<file path="src/rtl/multicycle_control.sv">
// Multi-cycle MIPS control FSM: fetch handshake, decode, per-class sequencing, memory wait states with timeout, sticky err.
// Latency: R-type 4 cycles, load 5+wait, store 4+wait, branch/jump 3. Backpressure: holds in FETCH until instr_valid and in MEM_RD/MEM_WR until mem_ready or timeout.
// Build option ILLEGAL_TRAP_EN: illegal opcode locks the FSM in TRAP until reset; otherwise the opcode retires as a NOP with err set.
module multicycle_control #(
    parameter int OPW          = 4,
    parameter int MEM_WAIT_MAX = 15
) (
    input  logic           clk,
    input  logic           reset_n,
    input  logic           instr_valid,
    input  logic [OPW-1:0] code,
    input  logic           zero,
    input  logic           mem_ready,
    output logic           regdes,
    output logic           branch,
    output logic           memred,
    output logic           memtoreg,
    output logic [1:0]     aluop,
    output logic           memwr,
    output logic           alusrc,
    output logic           regwr,
    output logic           jump,
    output logic           irwr,
    output logic           pcwr,
    output logic           instr_done,
    output logic           err,
    output logic [3:0]     state
);

    typedef enum logic [3:0] {
        S_RST    = 4'd0,
        S_FETCH  = 4'd1,
        S_DECODE = 4'd2,
        S_EXEC_R = 4'd3,
        S_WB_R   = 4'd4,
        S_ADDR   = 4'd5,
        S_MEM_RD = 4'd6,
        S_WB_MEM = 4'd7,
        S_MEM_WR = 4'd8,
        S_BR     = 4'd9,
        S_JMP    = 4'd10,
        S_TRAP   = 4'd11
    } state_t;

    localparam int            CW        = (MEM_WAIT_MAX > 1) ? $clog2(MEM_WAIT_MAX) : 1;
    localparam logic [CW-1:0] WAIT_LAST = CW'(MEM_WAIT_MAX - 1);

    state_t         r_state;
    state_t         w_next;
    logic [OPW-1:0] r_op;
    logic [CW-1:0]  r_wait;
    logic           r_err;
    logic           w_set_err;
    logic           w_mem_st;
    logic           w_timeout;
    logic [31:0]    w_op;

    assign w_op      = 32'(r_op);
    assign w_mem_st  = (r_state == S_MEM_RD) || (r_state == S_MEM_WR);
    // r_wait counts the cycles already spent waiting, so the last allowed cycle sees MEM_WAIT_MAX-1.
    assign w_timeout = w_mem_st && !mem_ready && (r_wait == WAIT_LAST);
    assign err       = r_err;
    assign state     = r_state;

    always_ff @(posedge clk or negedge reset_n) begin
        if (!reset_n) begin
            r_state <= S_RST;
            r_op    <= '0;
            r_wait  <= '0;
            r_err   <= 1'b0;
        end else begin
            r_state <= w_next;
            if (irwr) begin
                r_op <= code;
            end
            if (w_mem_st && !mem_ready && !w_timeout) begin
                r_wait <= r_wait + CW'(1);
            end else begin
                r_wait <= '0;
            end
            if (w_set_err) begin
                r_err <= 1'b1;
            end
        end
    end

    always_comb begin
        w_next     = r_state;
        w_set_err  = 1'b0;
        regdes     = 1'b0;
        branch     = 1'b0;
        memred     = 1'b0;
        memtoreg   = 1'b0;
        aluop      = 2'b00;
        memwr      = 1'b0;
        alusrc     = 1'b0;
        regwr      = 1'b0;
        jump       = 1'b0;
        irwr       = 1'b0;
        pcwr       = 1'b0;
        instr_done = 1'b0;
        case (r_state)
            S_RST: w_next = S_FETCH;
            S_FETCH: begin
                if (instr_valid) begin
                    irwr   = 1'b1;
                    pcwr   = 1'b1;
                    w_next = S_DECODE;
                end
            end
            S_DECODE: begin
                if (w_op <= 32'd4) begin
                    w_next = S_EXEC_R;
                end else if ((w_op == 32'd5) || (w_op == 32'd6)) begin
                    w_next = S_ADDR;
                end else if (w_op == 32'd7) begin
                    w_next = S_BR;
                end else if (w_op == 32'd8) begin
                    w_next = S_JMP;
                end else begin
                    w_set_err = 1'b1;
`ifdef ILLEGAL_TRAP_EN
                    w_next = S_TRAP;
`else
                    instr_done = 1'b1;
                    w_next     = S_FETCH;
`endif
                end
            end
            S_EXEC_R: begin
                aluop  = 2'b10;
                w_next = S_WB_R;
            end
            S_WB_R: begin
                regdes     = 1'b1;
                regwr      = 1'b1;
                instr_done = 1'b1;
                w_next     = S_FETCH;
            end
            S_ADDR: begin
                alusrc = 1'b1;
                w_next = (w_op == 32'd5) ? S_MEM_RD : S_MEM_WR;
            end
            S_MEM_RD: begin
                memred = 1'b1;
                alusrc = 1'b1;
                if (mem_ready) begin
                    w_next = S_WB_MEM;
                end else if (w_timeout) begin
                    instr_done = 1'b1;
                    w_set_err  = 1'b1;
                    w_next     = S_FETCH;
                end
            end
            S_WB_MEM: begin
                memtoreg   = 1'b1;
                regwr      = 1'b1;
                instr_done = 1'b1;
                w_next     = S_FETCH;
            end
            S_MEM_WR: begin
                memwr  = 1'b1;
                alusrc = 1'b1;
                if (mem_ready || w_timeout) begin
                    instr_done = 1'b1;
                    w_set_err  = w_timeout;
                    w_next     = S_FETCH;
                end
            end
            S_BR: begin
                branch     = 1'b1;
                aluop      = 2'b01;
                pcwr       = zero;
                instr_done = 1'b1;
                w_next     = S_FETCH;
            end
            S_JMP: begin
                jump       = 1'b1;
                pcwr       = 1'b1;
                instr_done = 1'b1;
                w_next     = S_FETCH;
            end
`ifdef ILLEGAL_TRAP_EN
            S_TRAP: w_next = S_TRAP;
`else
            S_TRAP: w_next = S_FETCH;
`endif
            default: w_next = S_RST;
        endcase
    end

endmodule

</file>
<file path="config.mk">
export PLATFORM = sky130hd
export DESIGN_NAME = multicycle_control
export DESIGN_NICKNAME = d
export VERILOG_FILES = /design/src/rtl/multicycle_control.sv
export SDC_FILE = /design/constraint.sdc
export NUM_CORES = 1
export LEC_CHECK = 0
export ABC_CLOCK_PERIOD_IN_PS = 2050
export CORE_UTILIZATION = 45
export CTS_CLUSTER_DIAMETER = 100
export DETAILED_ROUTE_END_ITERATION = 8
export PLACE_DENSITY = 0.86
export SETUP_SLACK_MARGIN = 0.5
export SLEW_MARGIN = 5
export SYNTH_ARGS = -nofsm -noshare
export SYNTH_HDL_FRONTEND = slang
export SYNTH_SLANG_ARGS = --single-unit
</file>
<file path="constraint.sdc">
create_clock -name clk -period 2.05 [get_ports clk]
set_input_delay 0.41 -clock clk [delete_from_list [all_inputs] [get_ports clk]]
set_output_delay 0.41 -clock clk [all_outputs]
set_load 0.005 [all_outputs]
</file>
# == Word level (Yosys, flattened, before mapping) ==
# Index checks and enable logic that the tools add are counted.
# word_totals
reg_bits,13
latchBits,0
ramBits,0
mem_bits_ro,0
inputBits,9
output_inout_bits,18
elab_cells,72
mem_count,0
# op_classes
n_addsub,1
mul,0
div,0
order_cmp,1
eq_ne,19
shifts,0
mux,33
bitwise_logic,0
n_reduce_logical,14
# ops
operator,count
2-to-1 mux 4 bit,10
== test 4 x 3 -> 1 bit (second input constant),7
one-hot mux 4 bit (7 select lines),1
== test 4 bit (second input constant),6
2-to-1 mux 1 bit,18
== test 4 x 2 -> 1 bit (second input constant),2
one-hot mux 1 bit (3 select lines),2
OR reduction 6 bit,1
adder 4 x 1 -> 4 bit (second input constant),1
== test 4 x 1 -> 1 bit (second input constant),1
less-or-equal comparator 4 x 3 -> 1 bit (second input constant),1
logical NOT 4 bit,1
one-hot mux 1 bit (4 select lines),1
one-hot mux 2 bit (2 select lines),1
OR reduction 4 bit,1
logical AND 1 bit,3
logical OR 1 bit,3
!= test 3 bit (second input constant),1
AND reduction 3 bit,1
OR reduction 3 bit,1
logical NOT 1 bit,2
!= test 2 x 1 -> 1 bit (second input constant),1
!= test 2 bit (second input constant),1
OR reduction 2 bit,1

# == Logic depth before layout (Yosys ltp) ==
# Gate-level depths: netlist (run 1).
# depth
ltp_word,7
mapped_depth,6
depth_no_buf,6

# == Worst setup path after synthesis (run 1) ==
# No wires, ideal clock.
# synth_timing
kind,register to output
start,"register r_state[2], in the netlist state[2]"
end,output port instr_done
arrival_ns,1.405
t_required_ns,1.640
path_slack_ns,0.235
path_stages_with_launch,6
path_buffers,1
path_cell_list,dfrtp_1 -> buf_4 -> nand2b_4 -> mux2_2 -> o32a_1 -> o21ai_1
# synth_between
elab_chain_len,7
elab_cells_between_ends,16
cone_classes,7 x eq/ne; 4 x mux; 5 x reduce/logical
# synth_lines
element,line_no,rtl
"start, declared",48,state_t r_state;
"start signal, assigned",72,r_state <= w_next;
== test 4 x 3 -> 1 bit or == test 4 bit (tied branches),"59, 102",
logical OR 1 bit,59,assign w_mem_st = (r_state == S_MEM_RD) || (r_state == S_MEM_WR);
logical AND 1 bit (2 in series),61,assign w_timeout = w_mem_st && !mem_ready && (r_wait == WAIT_LAST);
2-to-1 mux 1 bit or logical OR 1 bit (tied branches),"149, 164",
2-to-1 mux 1 bit (on tied branches),"147, 164",
one-hot mux 1 bit (4 select lines) *,102,case (r_state)
"end, declared",25,"output logic instr_done,"
# Every way passes the cells marked *; elsewhere a longest branch is shown, timed or not.

# == Final worst setup path (run 1) ==
# Same ends and word-level chain as after synthesis.

==> metrics.txt, run 1 <==
overall routing resource usage=0.3528; CTS root buf=clkbuf_4; CP Max Fanout=5; vias in the first global route=around 1100; largest net degree at the start of global routing=14; GRT overflow=0; Max Cap Viol=0; Clk pin slew, worst setup/hold paths=around 0.08 ns; unrepaired setup endpoints after global routing=yes; num rows=15; Fmax achieved=0.4561 GHz; pwr/cell area=around 1500 nW/um^2; final wirelength=roughly 4.4 mm; vias post-DR=around 1200; CP Launch Type=register; GPL Wtd Cong=approximately 0.85; Clock Skew=0.006184 ns; violated checks=negative setup slack; Final #Nets=about 180; Worst-Skew Late Latency=roughly 0.28 ns; initial antenna violation count=0; number of enable flip-flop cells after synthesis=0; final total power=between 2000 and 3000 uW; Min-Delay Path Class=primary input to asynchronous set/reset pin; Synth Warn #=0; CTS tree=yes; register area share after synthesis=0.3641; leak pwr=approximately 0.00084 uW; Die Footprint=about 2200 um^2; first-pass GRT wire length=5.099 mm; number of antenna diodes=0; syn avg cell area=slightly below 10 um^2; synth unique cells=slightly above 40; worst slack, placed=-0.2985 ns; Yosys top cell area share=0.3641; Data required, critical path=1.64 ns; drt pass-1 iters=4; chip width=46.56 um; worst setup margin=-0.1425 ns; fraction of layout cells with a size suffix above 1=0.5879; Initial Util=0.4958; H-Tree Depth=1; Yosys reg bits=13; CP arrival=roughly 1.8 ns; Syn Nets=101; outcome=complete, but fails checks; final routed DRC violation total=0; wire per inst=approximately 23 um; Syn Inst Count=90; Final setup viols=3; Slew @ Worst Pin=just over 0.6 ns; crit path capture type=output pin; Final HPWL DP=1.918 mm; clock buffer depth=2; Yosys top cell by area=dfrtp_1; Hold WS=0.5160 ns; CTS sink count=13; Detailed Route Iter0 Violations=47; slew margin rel.=0.5831; Peak VDD IR=around 0.0011 V; I/O pin cnt=27; hold buffer count at cts=0; antenna-violating nets left=0; kind of critical path=register to output pin; P&R area growth vs syn=95.10%; Via-to-Cell Ratio=between 6 and 7; core area=between 1500 and 2000 um^2; Tcrit/Tclk final=1.069; Fillers=34; final worst path period need=approximately 2.2 ns; Die Ht=46.56 um; IO Port Bufs=26; Synth Cell Area=about 900 um^2; post-layout util=0.9674; Num CTS Buffers=3; fraction of registers with async set/reset=1.000; top cells by area, synth=dfrtp_1, mux2_2, nor2_1; Synth Flop Type=dfrtp_1; fin. max-slew vios=0; final-report hold violation count=0
[path summary, 6_finish.rpt]
path | from | end | slack [ns] | cells after the start
setup / recovery | state[2] | instr_done | -0.14 | 6
hold / removal | reset_n | r_op[2] | 0.52 | 1
setup reg to reg | state[1] | state[2] | 0.19 | 7
hold reg to reg | err | err | 0.61 | 2
max in group asynchronous | reset_n | state[0] | 1.09 | 1
min in group clk | err | err | 0.61 | 2
[repair_timing]
| action | CTS | global route |
|---|---|---|
| gates resized for setup | 80 | 30 |
| pin swaps | 7 | 16 |
| endpoints found under the setup margin | 25 | 25 |
| setup buffers | 15 | 8 |
[placed cells by master (no fill, tap or decap), types with 3 or more instances in the layout]
cell type | synthesis | layout
dfrtp_1 | 13 | 10
clkbuf_4 | 0 | 3
nand2b_1 | 6 | 3
clkdlybuf4s50_1 | 0 | 8
nand2b_4 | 1 | 4
dfrtp_2 | 0 | 3
buf_2 | 2 | 9
nor3_4 | 1 | 4
dlygate4sd2_1 | 0 | 3
buf_4 | 1 | 29
nor2_1 | 12 | 9
mux2_4 | 0 | 5
buf_6 | 1 | 23
[registers in the layout (all words and copies together), names as in the netlist]
register and flops:
state 4, r_wait 4, err 1, r_op 4
[through the flow]
step / instances / area (um^2) / setup TNS, ns
after floorplan: 90 / 914.6 / 0
after global placement: 163 / 1369 / -0.5071
after detailed placement: 163 / 1369 / -0.6371
after CTS: 182 / 1584 / -0.1206
after global routing: 190 / 1743 / -0.3962
final: 190 / 1743 / -0.2314
[power by group]
group | internal, uW | switching (uW) | total (uW)
registers | 342 | 110 | 452
clock network | 75.5 | 85.9 | 161
logic | 1120 | 937 | 2060
[area by class of cell]
type / count / area [um^2] / share of cell area
multi-input cells: 71 / 690.7 / 0.3963
well taps: 25 / 31.28 / 0.01795
clock buffers: 4 / 26.28 / 0.01508
repair buffers: 75 / 658.1 / 0.3776
flip-flops and latches: 13 / 329.1 / 0.1888
inverters: 2 / 7.507 / 0.004307
[metal layers]
layer | part of all wire | track usage | vias to the layer above
li1 | - | - | 481
met1 | 0.36 | 0.3805 | 553
met2 | 0.48 | 0.5972 | 98
met3 | 0.094 | 0.1020 | 41
met4 | 0.072 | 0.2176 | 0
met5 | 0 | 0 | -
[cell usage after synthesis (2+ instances only)]
library cell and instances:
dfrtp_1 13, nor2_1 12, nand2b_1 6, mux2_2 5
nor2b_1 4, nor3_1 4, nand2_1 3, o21ai_0 3
a211o_1 2, a31oi_1 2, buf_2 2, ha_1 2
inv_1 2, o21bai_1 2, xor2_1 2
[kinds of logic after synthesis]
logic type	Yosys count	share of synthesized area
buffers and inverters	6	0.04062
AO/OA/AOI/OAI	21	0.1835
flip-flops	13	0.3641
multiplexers	5	0.06302
XOR/XNOR	3	0.02942
adder cells (fa/ha/maj)	2	0.02801
AND/OR/NAND/NOR	40	0.2913
[worst max-delay path, stage by stage (launching register included)]
cell     delay, ns
dfrtp_2       0.45
buf_6         0.15
nor4b_4       0.30
nand2_1       0.12
o32a_1        0.22
o21ai_1       0.12
buf_2         0.14
Power figures use the tool's default switching activity.
==> inputs of run 2 (changes only) <==
--- a/config.mk
+++ b/config.mk
@@ -6,11 +6,11 @@
 export NUM_CORES = 1
 export LEC_CHECK = 0
 export ABC_CLOCK_PERIOD_IN_PS = 2050
-export CORE_UTILIZATION = 45
+export CORE_UTILIZATION = 46
 export CTS_CLUSTER_DIAMETER = 100
 export DETAILED_ROUTE_END_ITERATION = 8
-export PLACE_DENSITY = 0.86
-export SETUP_SLACK_MARGIN = 0.5
+export PLACE_DENSITY_LB_ADDON = 0.08
+export SETUP_SLACK_MARGIN = 0.4
 export SLEW_MARGIN = 5
 export SYNTH_ARGS = -nofsm -noshare
 export SYNTH_HDL_FRONTEND = slang
==> metrics.txt, run 2 <==
stopping stage=global routing (5_1_grt); Initial Util=0.5064; outcome=stopped before the end; chip width=about 46 um; Yosys top cell by area=dfrtp_1; Synth Flop Type=dfrtp_1; Syn Inst Count=90; Worst EP Category=top-level output; I/O pin cnt=27; IO Port Bufs=26; Synth Warn #=0; worst-path endpoint after global-route repair_timing=instr_done; Yosys reg bits=13; Syn Nets=101; Die Ht=~46 um; Num CTS Buffers=3; clock buffer depth=2; first error message=[ERROR DPL-0038] Utilization greater than 100%, impossible to legalize; Yosys top cell area share=0.3641; synth unique cells=41; fraction of registers with async set/reset=1.000; Final HPWL DP=~1.8 mm; syn avg cell area=just under 10 um^2; GPL Wtd Cong=0.8514; CTS sink count=13; largest net degree at the start of global routing=14; most frequent cells after synthesis=dfrtp_1, nor2_1, nand2b_1; top cells by area, synth=dfrtp_1, mux2_2, nor2_1; num rows=15; register area share after synthesis=0.3641; most frequent cell after synthesis=dfrtp_1; CTS root buf=clkbuf_4; Synth Cell Area=around 900 um^2; number of enable flip-flop cells after synthesis=0; H-Tree Depth=1
run 2: cell counts after synthesis:
No cell type changed its count.
run 2: repair_timing:
item | 4_1_cts
hold buffers | 0
pin swaps | 4
setup buffers | 14
setup endpoints to repair | 17
gates resized for setup | 67
run 2: logic make-up after synthesis:
family | synth area share
mux | 0.06302
buf+inv | 0.04062
simple gates | 0.2913
xor+xnor | 0.02942
flops | 0.3641
fa+ha+maj | 0.02801
compound gates | 0.1835
run 2: through the flow:
step / instance area [um^2] / worst slack, ns / cells
4_1_cts: 1544 / -0.1326 / 178
3_5_place_dp: 1333 / -0.3063 / 160
3_3_place_gp: 1333 / -0.2713 / 160
2_1_floorplan: 900.9 / 0.2995 / 90
==> inputs of run 3 (changes only) <==
--- a/config.mk
+++ b/config.mk
@@ -6,11 +6,10 @@
 export NUM_CORES = 1
 export LEC_CHECK = 0
 export ABC_CLOCK_PERIOD_IN_PS = 2050
-export CORE_UTILIZATION = 46
-export CTS_CLUSTER_DIAMETER = 100
+export CORE_AREA = 2 2 63 65
 export DETAILED_ROUTE_END_ITERATION = 8
-export PLACE_DENSITY_LB_ADDON = 0.08
-export SETUP_SLACK_MARGIN = 0.4
+export DIE_AREA = 0 0 65 67
+export PLACE_DENSITY_LB_ADDON = 0.15
 export SLEW_MARGIN = 5
 export SYNTH_ARGS = -nofsm -noshare
 export SYNTH_HDL_FRONTEND = slang
==> metrics.txt, run 3 (synthesis results as in run 1) <==
R2R Setup Slk=approximately 0.26 ns; Final setup viols=1; overall routing resource usage=0.1336; reg-to-reg critical path startpoint=state[0]; Detailed Route Iter0 Violations=17; unrepaired setup endpoints after global routing=yes; antenna-violating nets left=0; IO Port Bufs=26; Num CTS Buffers=3; R2R Path End=state[2]; design area=approximately 1600 um^2; first-pass GRT wire length=4.381 mm; final-report hold violation count=0; switching part of the total power=0.3713; worst setup path end=instr_done; leak pwr=0.0007599 uW; Peak VDD IR=around 0.00055 V; hold buffer count at cts=0; Fmax achieved=0.4765 GHz; vias in the first global route=approximately 960; Die Ht=about 67 um; kind of critical path=register to output pin; wire per inst=13.16 um; CP Launch Type=register; Clock Skew=0.004492 ns; H-Tree Depth=1; clock buffer depth=2; Data required, critical path=about 1.6 ns; Slew @ Worst Pin=0.6290 ns; worst slack, placed=-0.2616 ns; vias post-DR=913; outcome=complete, but fails checks; I/O pin cnt=27; initial antenna violation count=0; Min-Delay Path Class=register to register; final routed DRC violation total=0; CTS sink count=13; fin. max-slew vios=0; pwr/cell area=1330 nW/um^2; drt pass-1 iters=4; number of antenna diodes=0; chip width=65 um; Hold WS=between 0.5 and 0.6 ns; CP Max Fanout=4; Tcrit/Tclk final=1.024; Final #Nets=around 160; num rows=22; Max Cap Viol=0; largest net degree at the start of global routing=14; Comb power frac=0.684; CTS root buf=clkbuf_8; GPL Wtd Cong=just over 0.7; CTS tree=yes; cells on worst reg2reg path=6; slew margin rel.=0.5794; CP startpoint=state[2]; worst setup margin=-0.04871 ns; CP arrival=1.69 ns; Post-DP Area=roughly 1400 um^2; Die Footprint=around 4400 um^2; crit path capture type=output pin; Clock Power Share=0.113; Int Pwr=roughly 1300 uW; GRT overflow=0; P&R area growth vs syn=73.67%; hold path cells=1; final wirelength=~2.6 mm; Sequential Power Share=0.203; NetSw=about 770 uW; violated checks=negative setup slack; Final HPWL DP=roughly 2.0 mm; most common cell after layout, fill and taps aside=buf_4; Clk pin slew, worst setup/hold paths=~0.06 ns; final worst path period need=2.099 ns; Initial Util=0.2477; leading cell types in the layout, fill and taps excluded=buf_4, clkdlybuf4s50_1, dfrtp_1; Worst-Skew Late Latency=0.25 ns; Via-to-Cell Ratio=between 4 and 5; fraction of layout cells with a size suffix above 1=0.4371; core area=3606 um^2
run 3: per-stage QoR:
stage          std cells  total power (uW)    util  TNS [ns]
2_1_floorplan         90              1055       -         0
3_3_place_gp         187              1693  0.3848   -0.5081
3_5_place_dp         187              1705  0.3848   -0.5350
4_1_cts              198              2044  0.4226   -0.1394
5_1_grt              199              2229  0.4303   -0.1418
6_report             199              2063  0.4303  -0.04871
run 3: power groups by stage:
stage / logic, uW / registers, uW / clock network (uW)
2_1_floorplan: 613 / 442 / 0
3_3_place_gp: 1280 / 409 / 0
3_5_place_dp: 1290 / 413 / 0
4_1_cts: 1400 / 410 / 239
5_1_grt: 1540 / 433 / 255
6_report: 1410 / 419 / 233
run 3: how the worst min path moves through the flow:
| stage | endpoint | start | slack (ns) |
|---|---|---|---|
| after floorplan | err | reset_n | 0.11 |
| after global placement | err | err | 0.46 |
| after detailed placement | err | err | 0.50 |
| after CTS | err | err | 0.51 |
| after global routing | err | err | 0.52 |
| final | err | err | 0.51 |
run 3: layout make-up:
type | instances | area, um^2
sequential | 13 | 327.8
inverter | 2 | 7.507
tap | 48 | 60.06
fill | 373 | 2054
clock buffer | 4 | 45.04
multi-input combinational | 71 | 595.6
timing repair buffer | 61 | 515.5
run 3: worst max-delay path, stage by stage, from the launching register on:
cell	delay [ns]
dfrtp_2	0.44
nand2b_4	0.15
mux2_4	0.29
o32a_1	0.38
o21ai_1	0.08
buf_2	0.12
run 3: layer usage:
layer | vias up | wire (um) | track usage
li1 | 453 | - | -
met1 | 429 | 1160 | 0.1548
met2 | 26 | 1297 | 0.2423
met3 | 5 | 111 | 0.01689
met4 | 0 | 48 | 0.06383
met5 | - | 0 | 0
run 3: timing repair:
item                       4_1_cts  5_1_grt
setup buffers                    7        1
pin swaps                        7        3
setup endpoints to repair       12        8
resized for setup               25       15
==> inputs of run 4 (changes only) <==
--- a/config.mk
+++ b/config.mk
@@ -10,6 +10,7 @@
 export DETAILED_ROUTE_END_ITERATION = 8
 export DIE_AREA = 0 0 65 67
 export PLACE_DENSITY_LB_ADDON = 0.15
+export RECOVER_POWER = 25
 export SLEW_MARGIN = 5
 export SYNTH_ARGS = -nofsm -noshare
 export SYNTH_HDL_FRONTEND = slang
==> metrics.txt, run 4 (synthesis results as in run 1) <==
violated checks=negative setup slack; Fillers=around 370; worst setup path end=instr_done; chip width=around 65 um; CTS sink count=13; Hold Crit Start=err; Final #Nets=approximately 160; Fmax achieved=about 0.48 GHz; CP arrival=between 1.5 and 2 ns; final total power=2063 uW; Hold WS=between 0.5 and 0.6 ns; cells on worst reg2reg path=6; Final setup viols=1; first-pass GRT wire length=4.381 mm; reg-to-reg critical path startpoint=state[0]; drt pass-1 iters=4; Max Cap Viol=0; hold buffer count at cts=0; Clock Skew=0.004492 ns; crit path capture type=output pin; Num CTS Buffers=3; Clk pin slew, worst setup/hold paths=around 0.060 ns; P&R area growth vs syn=73.67%; vias in the first global route=~960; H-Tree Depth=1; I/O pin cnt=27; wire per inst=roughly 13 um; Final HPWL DP=2.039 mm; CTS tree=yes; fin. max-slew vios=0; final worst path period need=between 2 and 2.5 ns; Data required, critical path=around 1.6 ns; pwr/cell area=between 1000 and 1500 nW/um^2; Tcrit/Tclk final=1.024; GPL Wtd Cong=roughly 0.73; leak pwr=around 0.00076 uW; Peak VDD IR=about 0.00055 V; Worst-Skew Late Latency=roughly 0.25 ns; unrepaired setup endpoints after global routing=yes; worst setup margin=-0.04871 ns; kind of critical path=register to output pin; Die Ht=around 67 um; clock buffer depth=2; CP Max Fanout=4; slew margin rel.=0.5751; leading cell types in the layout, fill and taps excluded=buf_4, clkdlybuf4s50_1, dfrtp_1; CP Launch Type=register; Detailed Route Iter0 Violations=17; design area=around 1600 um^2; initial antenna violation count=0; IO Port Bufs=26; most common cell after layout, fill and taps aside=buf_4; overall routing resource usage=0.1336; R2R Path End=state[2]; Via-to-Cell Ratio=between 4 and 5; core area=approximately 3600 um^2; Post-DP Area=between 1000 and 1500 um^2; GRT overflow=0; Die Footprint=between 4000 and 5000 um^2; final wirelength=approximately 2.6 mm; largest net degree at the start of global routing=14; final routed DRC violation total=0; fraction of layout cells with a size suffix above 1=0.4371; num rows=22; Slew @ Worst Pin=0.6352 ns; CTS root buf=clkbuf_8; final-report hold violation count=0; Min-Delay Path Class=register to register; Initial Util=0.2477; outcome=complete, but fails checks; R2R Setup Slk=approximately 0.26 ns; number of antenna diodes=0; vias post-DR=just over 900; CP startpoint=state[2]; antenna-violating nets left=0
-- run 4: cell types whose count changed in the layout (fill, tap and decap cells not counted), sizes merged --
cell | before | now
clkdlybuf4s50 | 13 | 12
dlygate4sd3 | 0 | 1
-- run 4: stage by stage --
step	cells	setup slack [ns]	utilization	setup TNS, ns
after global placement	187	-0.2372	0.3848	-0.5081
final	199	-0.04871	0.4303	-0.04871
after detailed placement	187	-0.2616	0.3848	-0.5350
after CTS	198	-0.1112	0.4226	-0.1394
after global routing	199	-0.1418	0.4303	-0.1418
after floorplan	90	0.2352	-	0
-- run 4: how the worst min path moves through the flow --
stage	end	slack, ns	depth (start not counted)
CTS	err	0.51	1
global placement	err	0.46	1
global route	err	0.52	1
detailed placement	err	0.50	1
floorplan	err	0.11	0
finish	err	0.51	1
-- run 4: routing by layer --
layer,GRT usage,share of wire,wire length [um],vias up
met5,0,0,0,-
met4,0.06383,0.018,48,0
met3,0.01689,0.042,111,5
met2,0.2423,0.50,1297,26
met1,0.1548,0.44,1160,429
li1,-,-,-,453
-- run 4: critical path, stage by stage, from the launching register on --
cell	delay (ns)
dfrtp_2	0.44
nand2b_4	0.15
mux2_4	0.29
o32a_1	0.38
o21ai_1	0.08
buf_2	0.12
-- run 4: what timing repair did --
action,in CTS,in global routing
setup endpoints to repair,12,8
buffers inserted,7,1
pin swaps,7,3
resized for setup,25,15
-- run 4: area by class of cell --
| class | count | area [um^2] | share of cell area |
|---|---|---|---|
| multi-input combinational | 71 | 595.6 | 0.3839 |
| timing repair buffer | 61 | 515.5 | 0.3323 |
| clock buffer | 4 | 45.04 | 0.02903 |
| tap | 48 | 60.06 | 0.03871 |
| inverter | 2 | 7.507 | 0.004839 |
| sequential | 13 | 327.8 | 0.2113 |
-- run 4: power breakdown --
group / switching, uW / internal [uW]
registers: 77.3 / 341
clock network: 95.6 / 138
logic: 593 / 818
total: 766 / 1300
